==> src/rtl/decoder_scan_if.sv <==
// Bus bundle for decoder_scan: enables, mode/select/dwell controls and the
// registered decoded outputs.
interface decoder_scan_if #(
  parameter int SEL_W   = 3,
  parameter int OUT_N   = 8,
  parameter int DWELL_W = 16
);
  logic               G1;
  logic               G2A;
  logic               G2B;
  logic               mode;
  logic [SEL_W-1:0]   sel;
  logic [DWELL_W-1:0] dwell;
  logic [OUT_N-1:0]   Y;
  logic [SEL_W-1:0]   idx;
  logic               wrap;

  modport master (
    output G1, G2A, G2B, mode, sel, dwell,
    input  Y, idx, wrap
  );

  modport slave (
    input  G1, G2A, G2B, mode, sel, dwell,
    output Y, idx, wrap
  );
endinterface

==> src/rtl/decoder_scan.sv <==
// Registered enable-gated one-hot decoder with an optional self-scanning mode
// that steps the active line every dwell+1 enabled cycles.
module decoder_scan #(
  parameter int SEL_W      = 3,
  parameter int OUT_N      = 8,
  parameter int DWELL_W    = 16,
  parameter bit ACTIVE_LOW = 1'b0
) (
  input  logic           clk,
  input  logic           rst_n,
  decoder_scan_if.slave  bus
);

  localparam logic [SEL_W-1:0] LAST_IDX = SEL_W'(OUT_N - 1);
  localparam logic [OUT_N-1:0] IDLE_Y   = {OUT_N{ACTIVE_LOW}};

  logic               en;
  logic               scan_entry;
  logic               mode_q;
  logic               wrap_q, wrap_d;
  logic [SEL_W-1:0]   idx_q, idx_d;
  logic [DWELL_W-1:0] pre_q, pre_d;
  logic [OUT_N-1:0]   y_q, y_d;
  logic [OUT_N-1:0]   hot;

  assign en         = bus.G1 & bus.G2A & bus.G2B;
  assign scan_entry = bus.mode & ~mode_q;

  // Next index / prescaler / wrap.
  always_comb begin
    // NOTE: every output of this block gets a default first, so no path
    // leaves a signal unassigned and no latch is inferred.
    idx_d  = idx_q;
    pre_d  = pre_q;
    wrap_d = 1'b0;
    if (!bus.mode) begin
      pre_d = '0;
      if (en) idx_d = bus.sel;
    end else if (en) begin
      if (scan_entry) begin
        idx_d = '0;
        pre_d = '0;
      end else if (pre_q >= bus.dwell) begin
        // '>=' makes an overshoot after a dwell decrease terminal at once.
        pre_d = '0;
        if (idx_q == LAST_IDX) begin
          idx_d  = '0;
          wrap_d = 1'b1;
        end else begin
          idx_d = idx_q + SEL_W'(1);
        end
      end else begin
        pre_d = pre_q + DWELL_W'(1);
      end
    end
  end

  // Y decodes the next index, so Y and idx update on the same edge; an
  // out-of-range index matches no line and leaves Y inactive.
  always_comb begin
    hot = '0;
    for (int i = 0; i < OUT_N; i++) begin
      hot[i] = en && (int'(idx_d) == i);
    end
    y_d = hot ^ IDLE_Y;
  end

  always_ff @(posedge clk) begin
    // NOTE: state registers use non-blocking assignments so every register
    // samples the pre-edge values and simulation matches the synthesized flops.
    if (!rst_n) begin
      mode_q <= 1'b0;
      idx_q  <= '0;
      pre_q  <= '0;
      wrap_q <= 1'b0;
      y_q    <= IDLE_Y;
    end else begin
      mode_q <= bus.mode;
      idx_q  <= idx_d;
      pre_q  <= pre_d;
      wrap_q <= wrap_d;
      y_q    <= y_d;
    end
  end

  assign bus.Y    = y_q;
  assign bus.idx  = idx_q;
  assign bus.wrap = wrap_q;

endmodule

==> src/flat_wrapper.sv <==
// flat-port wrapper written by rule: the top's interface ports become plain ports
module decoder_scan_flat 
#(
  parameter int SEL_W      = 3,
  parameter int OUT_N      = 8,
  parameter int DWELL_W    = 16,
  parameter bit ACTIVE_LOW = 1'b0
)
  (clk, rst_n, bus_G1, bus_G2A, bus_G2B, bus_mode, bus_sel, bus_dwell, bus_Y, bus_idx, bus_wrap);
  decoder_scan_if #(.SEL_W(SEL_W), .OUT_N(OUT_N), .DWELL_W(DWELL_W)) bus_i ();
  input  logic clk;
  input  logic rst_n;
  input wire logic [$bits(bus_i.G1)-1:0] bus_G1;
  input wire logic [$bits(bus_i.G2A)-1:0] bus_G2A;
  input wire logic [$bits(bus_i.G2B)-1:0] bus_G2B;
  input wire logic [$bits(bus_i.mode)-1:0] bus_mode;
  input wire logic [$bits(bus_i.sel)-1:0] bus_sel;
  input wire logic [$bits(bus_i.dwell)-1:0] bus_dwell;
  output wire logic [$bits(bus_i.Y)-1:0] bus_Y;
  output wire logic [$bits(bus_i.idx)-1:0] bus_idx;
  output wire logic [$bits(bus_i.wrap)-1:0] bus_wrap;
  assign bus_i.G1 = bus_G1;
  assign bus_i.G2A = bus_G2A;
  assign bus_i.G2B = bus_G2B;
  assign bus_i.mode = bus_mode;
  assign bus_i.sel = bus_sel;
  assign bus_i.dwell = bus_dwell;
  assign bus_Y = bus_i.Y;
  assign bus_idx = bus_i.idx;
  assign bus_wrap = bus_i.wrap;
  decoder_scan #(.SEL_W(SEL_W), .OUT_N(OUT_N), .DWELL_W(DWELL_W), .ACTIVE_LOW(ACTIVE_LOW)) u_core (.clk(clk), .rst_n(rst_n), .bus(bus_i));
endmodule
==> config.mk <==
export PLATFORM = sky130hd
export DESIGN_NAME = decoder_scan_flat
export DESIGN_NICKNAME = d
export VERILOG_FILES = /design/src/rtl/decoder_scan_if.sv /design/src/rtl/decoder_scan.sv /design/src/flat_wrapper.sv
export SDC_FILE = /design/constraint.sdc
export NUM_CORES = 1
export LEC_CHECK = 0
export BUFFER_PORTS_ARGS = -buffer_cell sky130_fd_sc_hd__buf_2
export CAP_MARGIN = 20
export CORE_MARGIN = 2
export CORE_UTILIZATION = 45
export CTS_BUF_LIST = sky130_fd_sc_hd__clkbuf_8
export CTS_CLUSTER_SIZE = 25
export DETAILED_ROUTE_END_ITERATION = 10
export GPL_TIMING_DRIVEN = 0
export PLACE_DENSITY = 0.7
export SYNTH_ARGS = -nofsm -noshare
export SYNTH_HDL_FRONTEND = slang
export SYNTH_SLANG_ARGS = --single-unit
==> constraint.sdc <==
create_clock -name clk -period 2.7 [get_ports clk]
set_input_delay 0 -clock clk [delete_from_list [all_inputs] [get_ports clk]]
set_output_delay 0 -clock clk [all_outputs]
set_load 0.005 [all_outputs]
* Yosys cells after proc, flatten, opt, wreduce, memory -nomap -nowiden
Cells that the tools add are included.
** Word-level totals
- Register bits after elaboration :: 29
- Input port bits :: 25
** Operators by class
- Equality and inequality tests :: 8
- $add $sub $neg :: 2
- Bitwise operators :: 8
- Order comparisons :: 1
- Mux-type cells :: 9
- Reductions and logical operators :: 11
** Operators with widths (number)
- $mux W16 :: 2
- $mux W3 :: 6
- $add A16 B1 Y16 const B :: 1
- $ge A16 B16 Y1 :: 1
- $eq A3 B3 Y1 const B :: 5
- $logic_and A1 B1 Y1 :: 8
- $eq A3 B2 Y1 const B :: 2
- $not A1 Y1 :: 5
- $reduce_or A5 Y1 :: 1
- $add A3 B1 Y3 const B :: 1
- $and A1 B1 Y1 :: 3
- $eq A3 B1 Y1 const B :: 1
- $logic_not A3 Y1 :: 1
- $reduce_and A2 Y1 :: 1
- $mux W1 :: 1

* Longest topological paths before layout
- Depth in word-level cells :: 8
- Depth in mapped cells :: 9
- Mapped depth without buffers :: 8

* Worst setup path after synthesis
No wires, ideal clock.
- Kind :: reg2reg
- Start point :: register u_core.pre_q[0]
- End point :: register u_core.pre_q[8]
- Data arrival time :: 2269 ps
- Stages on the path, launching flop included :: 10
- Data required time :: 2633 ps
- Library setup time :: 67 ps
- Setup slack :: 364 ps
- Cells stage by stage :: dfxtp_1 > inv_1 > ha_1 > nand2b_4 > a2111oi_4 > o32ai_2 > or3_4 > buf_6 > or3_1 > o21ai_2
** On the way
- Cells in the longest elaborated chain, start to end :: 3
- Elaborated cells on any way between the ends :: 4
- Those cells by class :: 1 x add/sub; 1 x order compare; 2 x mux
** Ends and longest elaborated chain
- from (decl) :: line decoder_scan.sv:22 : logic [DWELL_W-1:0] pre_q, pre_d;
- from (signal assigned) :: line decoder_scan.sv:80 : pre_q <= pre_d;
- $add A16 B1 Y16 or $ge A16 B16 Y1 (tied branches) :: line decoder_scan.sv:53, decoder_scan.sv:43
- $mux W16 (*) :: line decoder_scan.sv:43 : end else if (pre_q >= bus.dwell) begin
- $mux W16 (*) :: line decoder_scan.sv:40 : if (scan_entry) begin
Every way passes the cells marked *; elsewhere a longest branch is shown, timed or not.
A chain may end at the register's enable or synchronous reset.

* Worst setup path in the final report
- Start point :: register u_core.pre_q[7]
- End point :: register u_core.y_q[3], in the netlist u_core.bus.Y[3]
** On the way
- Cells in the longest elaborated chain, start to end :: 7
** Ends and longest elaborated chain
- $ge A16 B16 Y1 :: line decoder_scan.sv:43
- $mux W3 :: line decoder_scan.sv:43
- $mux W3 :: line decoder_scan.sv:40
- $mux W3 :: line decoder_scan.sv:39 : end else if (en) begin
- $mux W3 :: line decoder_scan.sv:36 : if (!bus.mode) begin
- $eq A3 B3 Y1 :: line decoder_scan.sv:63 : hot[i] = en && (int'(idx_d) == i);
- $logic_and A1 B1 Y1 :: line decoder_scan.sv:63
- to (signal assigned) :: line decoder_scan.sv:82 : y_q <= y_d;
- to (decl) :: line decoder_scan.sv:23 : logic [OUT_N-1:0] y_q, y_d;
No other way between the ends.

==> results.json <==
{
  "status": "finished clean",
  "worst_path_largest_cell_delay_ps": 420,
  "insertedDiodeCount": 0,
  "drt_iter0_markers": 90,
  "root_buffer": "clkbuf_8",
  "synthAdderAreaFrac_pct": 13.0,
  "synthXorXnorAreaFrac_pct": 1.91,
  "dr.pass1.iters": 4,
  "cts.sinks": 29,
  "synth-simple-area-share_pct": 25.3,
  "worst_slack_ps": 195,
  "synth_edf_count": 0,
  "ios": 37,
  "cp-end-kind": "flip-flop",
  "path_class": "flip-flop to flip-flop",
  "worst-path-buf-inv": 0,
  "synth_top_family_by_area": "simple AND/OR/NAND/NOR gates",
  "cts_resized": 0,
  "area_growth_pct": 19.6,
  "insertion_delay_ps": 270,
  "ys_seq_area_share_pct": 31.7,
  "vias": 1682,
  "synthCells": 222,
  "hold_viol": 0,
  "die_y_um": 67.8,
  "core_um2": 3970,
  "ir_drop_mv": 0.255,
  "ys_types": 49,
  "routed_via_density": 5.32,
  "grt_max_degree": 12,
  "dpl_worst_slack_ps": 154,
  "setup_violations": 0,
  "nets": 309,
  "async_flop_share_pct": 0,
  "routedWlPerCell_um": 11.6,
  "max_freq_ghz": 0.399,
  "die_w_um": 67.8,
  "fin_tns_setup_ps": 0,
  "worst_pin_slew_ps": 652,
  "power_leakage_nw": 0.947,
  "layout_common_cells": "36 x buf_2, 28 x dfxtp_1, 27 x inv_1",
  "grt_pass1_vias": 1573,
  "critPathTopFamily": "simple AND/OR/NAND/NOR gates",
  "drt_wl_total_mm": 3.67,
  "min_period_ps": 2500,
  "ctsHoldBuffers": 0,
  "pwr_density_cell_nw_per_um2": 439,
  "synth.area.mux_share_pct": 2.32,
  "finalMaxSlewViolations": 0,
  "fin_crit_sh_pct": 92.8,
  "netlist_area_um2": 1830,
  "grt_usage_pct": 18.1,
  "r2r_start": "u_core.pre_q[7]",
  "crit_path_cell_trace": "ha_1 -> nand3_1 -> or3_1 -> o32a_2 -> nand2_2 -> mux2_2 -> nor4b_1",
  "synth_compound_area_share_pct": 19.3,
  "finClkSkew_ps": 2.82,
  "start_util_pct": 46.1,
  "start_kind": "flip-flop",
  "ant_nets": 0,
  "cp_max_fo": 7,
  "layout_commonest_cell": "buf_2",
  "synth.avg_cell_area_um2": 8.25,
  "place_congestion": 0.860,
  "rsz0062_at_grt": "no",
  "numCtsBuffers": 5,
  "grt_pass1_wl_mm": 6.42,
  "drc": 0,
  "hp-start": "rst_n",
  "fp-row-count": 23,
  "h-tree-depth": 2,
  "synth_flop_cell": "dfxtp_1",
  "max_slew_margin_pct": 56.3,
  "maxCapViolCount": 0,
  "drive_gt1_share_pct": 23.3,
  "dp_hpwl_mm": 2.88,
  "synth-seq-cells": 29,
  "clk_pin_slew_worst_paths_ps": 70,
  "cts_setup_buffers": 0,
  "grt_antenna_before_repair": 0,
  "synth_nets": 266,
  "min_path_type": "primary input to flip-flop",
  "clockBufferDepth": 2,
  "arrival_ps": 2690,
  "die_area_um2": 4600,
  "overflow": 0,
  "crit_slowest_cell": "or3_1",
  "port-buffer-count": 36,
  "yosys_warnings": 0,
  "required_ps": 2880,
  "cts_tree": "yes",
  "worst_setup_path_startpoint": "u_core.pre_q[7]"
}
## state kept, by name, indices dropped and copies added, names as in the netlist
register	count
u_core.bus.wrap	1
u_core.mode_q	1
u_core.pre_q	16
u_core.bus.Y	8
u_core.bus.idx	3
## cell usage after synthesis (2+ instances only)
cell type / instances / area (um2)
nand4_1: 4 / 25.0
a21oi_1: 19 / 95.1
nor3_1: 4 / 20.0
o21ai_2: 4 / 35.0
nand3_1: 9 / 45.0
ha_1: 19 / 238
nor4_1: 4 / 25.0
inv_1: 27 / 101
a211oi_1: 2 / 15.0
mux2_2: 2 / 22.5
o21ai_0: 11 / 55.1
nor3b_1: 3 / 22.5
mux2i_1: 2 / 20.0
a311oi_1: 2 / 17.5
xnor2_1: 3 / 26.3
dfxtp_1: 29 / 581
or3_1: 9 / 56.3
nand2_1: 26 / 97.6
clkbuf_1: 2 / 7.51
nor2_1: 9 / 33.8
a22oi_1: 2 / 15.0
nand2b_1: 3 / 18.8
## area by class of cell
type / count / area, um2
sequential: 29 / 582
fill: 383 / 1780
inverter: 27 / 101
tap: 50 / 62.6
buffer: 3 / 18.8
multi-input combinational: 163 / 1130
timing repair buffer: 36 / 180
clock buffer: 5 / 68.8
clock inverter: 3 / 46.3
## final timing paths
| kind | to | slack, ps | cells past startpoint |
|---|---|---|---|
| worst min register to register | u_core.pre_q[15] | 490 | 2 |
| worst max-delay path | u_core.bus.Y[3] | 200 | 7 |
| worst max register to register | u_core.bus.Y[3] | 200 | 7 |
| worst min-delay path | u_core.pre_q[0] | 40 | 3 |
## layer usage
metal	GRT usage (%)	up-vias	wire length [um]
li1	-	879	-
met1	21.5	763	1710
met2	32.4	36	1770
met3	3.17	4	160
met4	6.75	0	34
met5	0	-	0
## power by group
| part | internal [mW] | switching, mW |
|---|---|---|
| clock | 0.276 | 0.174 |
| combinational | 0.0362 | 0.0414 |
| sequential | 0.431 | 0.00388 |
## through the flow
stage | area (um2) | hold WS, ps | cells | util, % | power (mW)
global route | 2190 | 62.0 | 316 | 55.2 | 1.00
global placement | 2070 | 334 | 308 | 52.2 | 0.522
finish | 2190 | 36.9 | 316 | 55.2 | 0.962
detailed placement | 2070 | 331 | 308 | 52.2 | 0.523
CTS | 2190 | 37.9 | 316 | 55.1 | 0.969
floorplan | 1830 | 152 | 222 | - | 0.492
## worst reg2reg max path, stage by stage, from the launching register on
cell and delay (ps):
dfxtp_1 360, ha_1 350, nand3_1 90, or3_1 420, o32a_2 360, nand2_2 170, mux2_2 400, nor4b_1 260
## cell families after synthesis
logic type	Yosys count
compound gates	51
xor+xnor	4
fa+ha+maj	19
buf+inv	30
flops	29
mux	4
simple gates	85
Note: power is estimated with default switching activity, not from simulation.
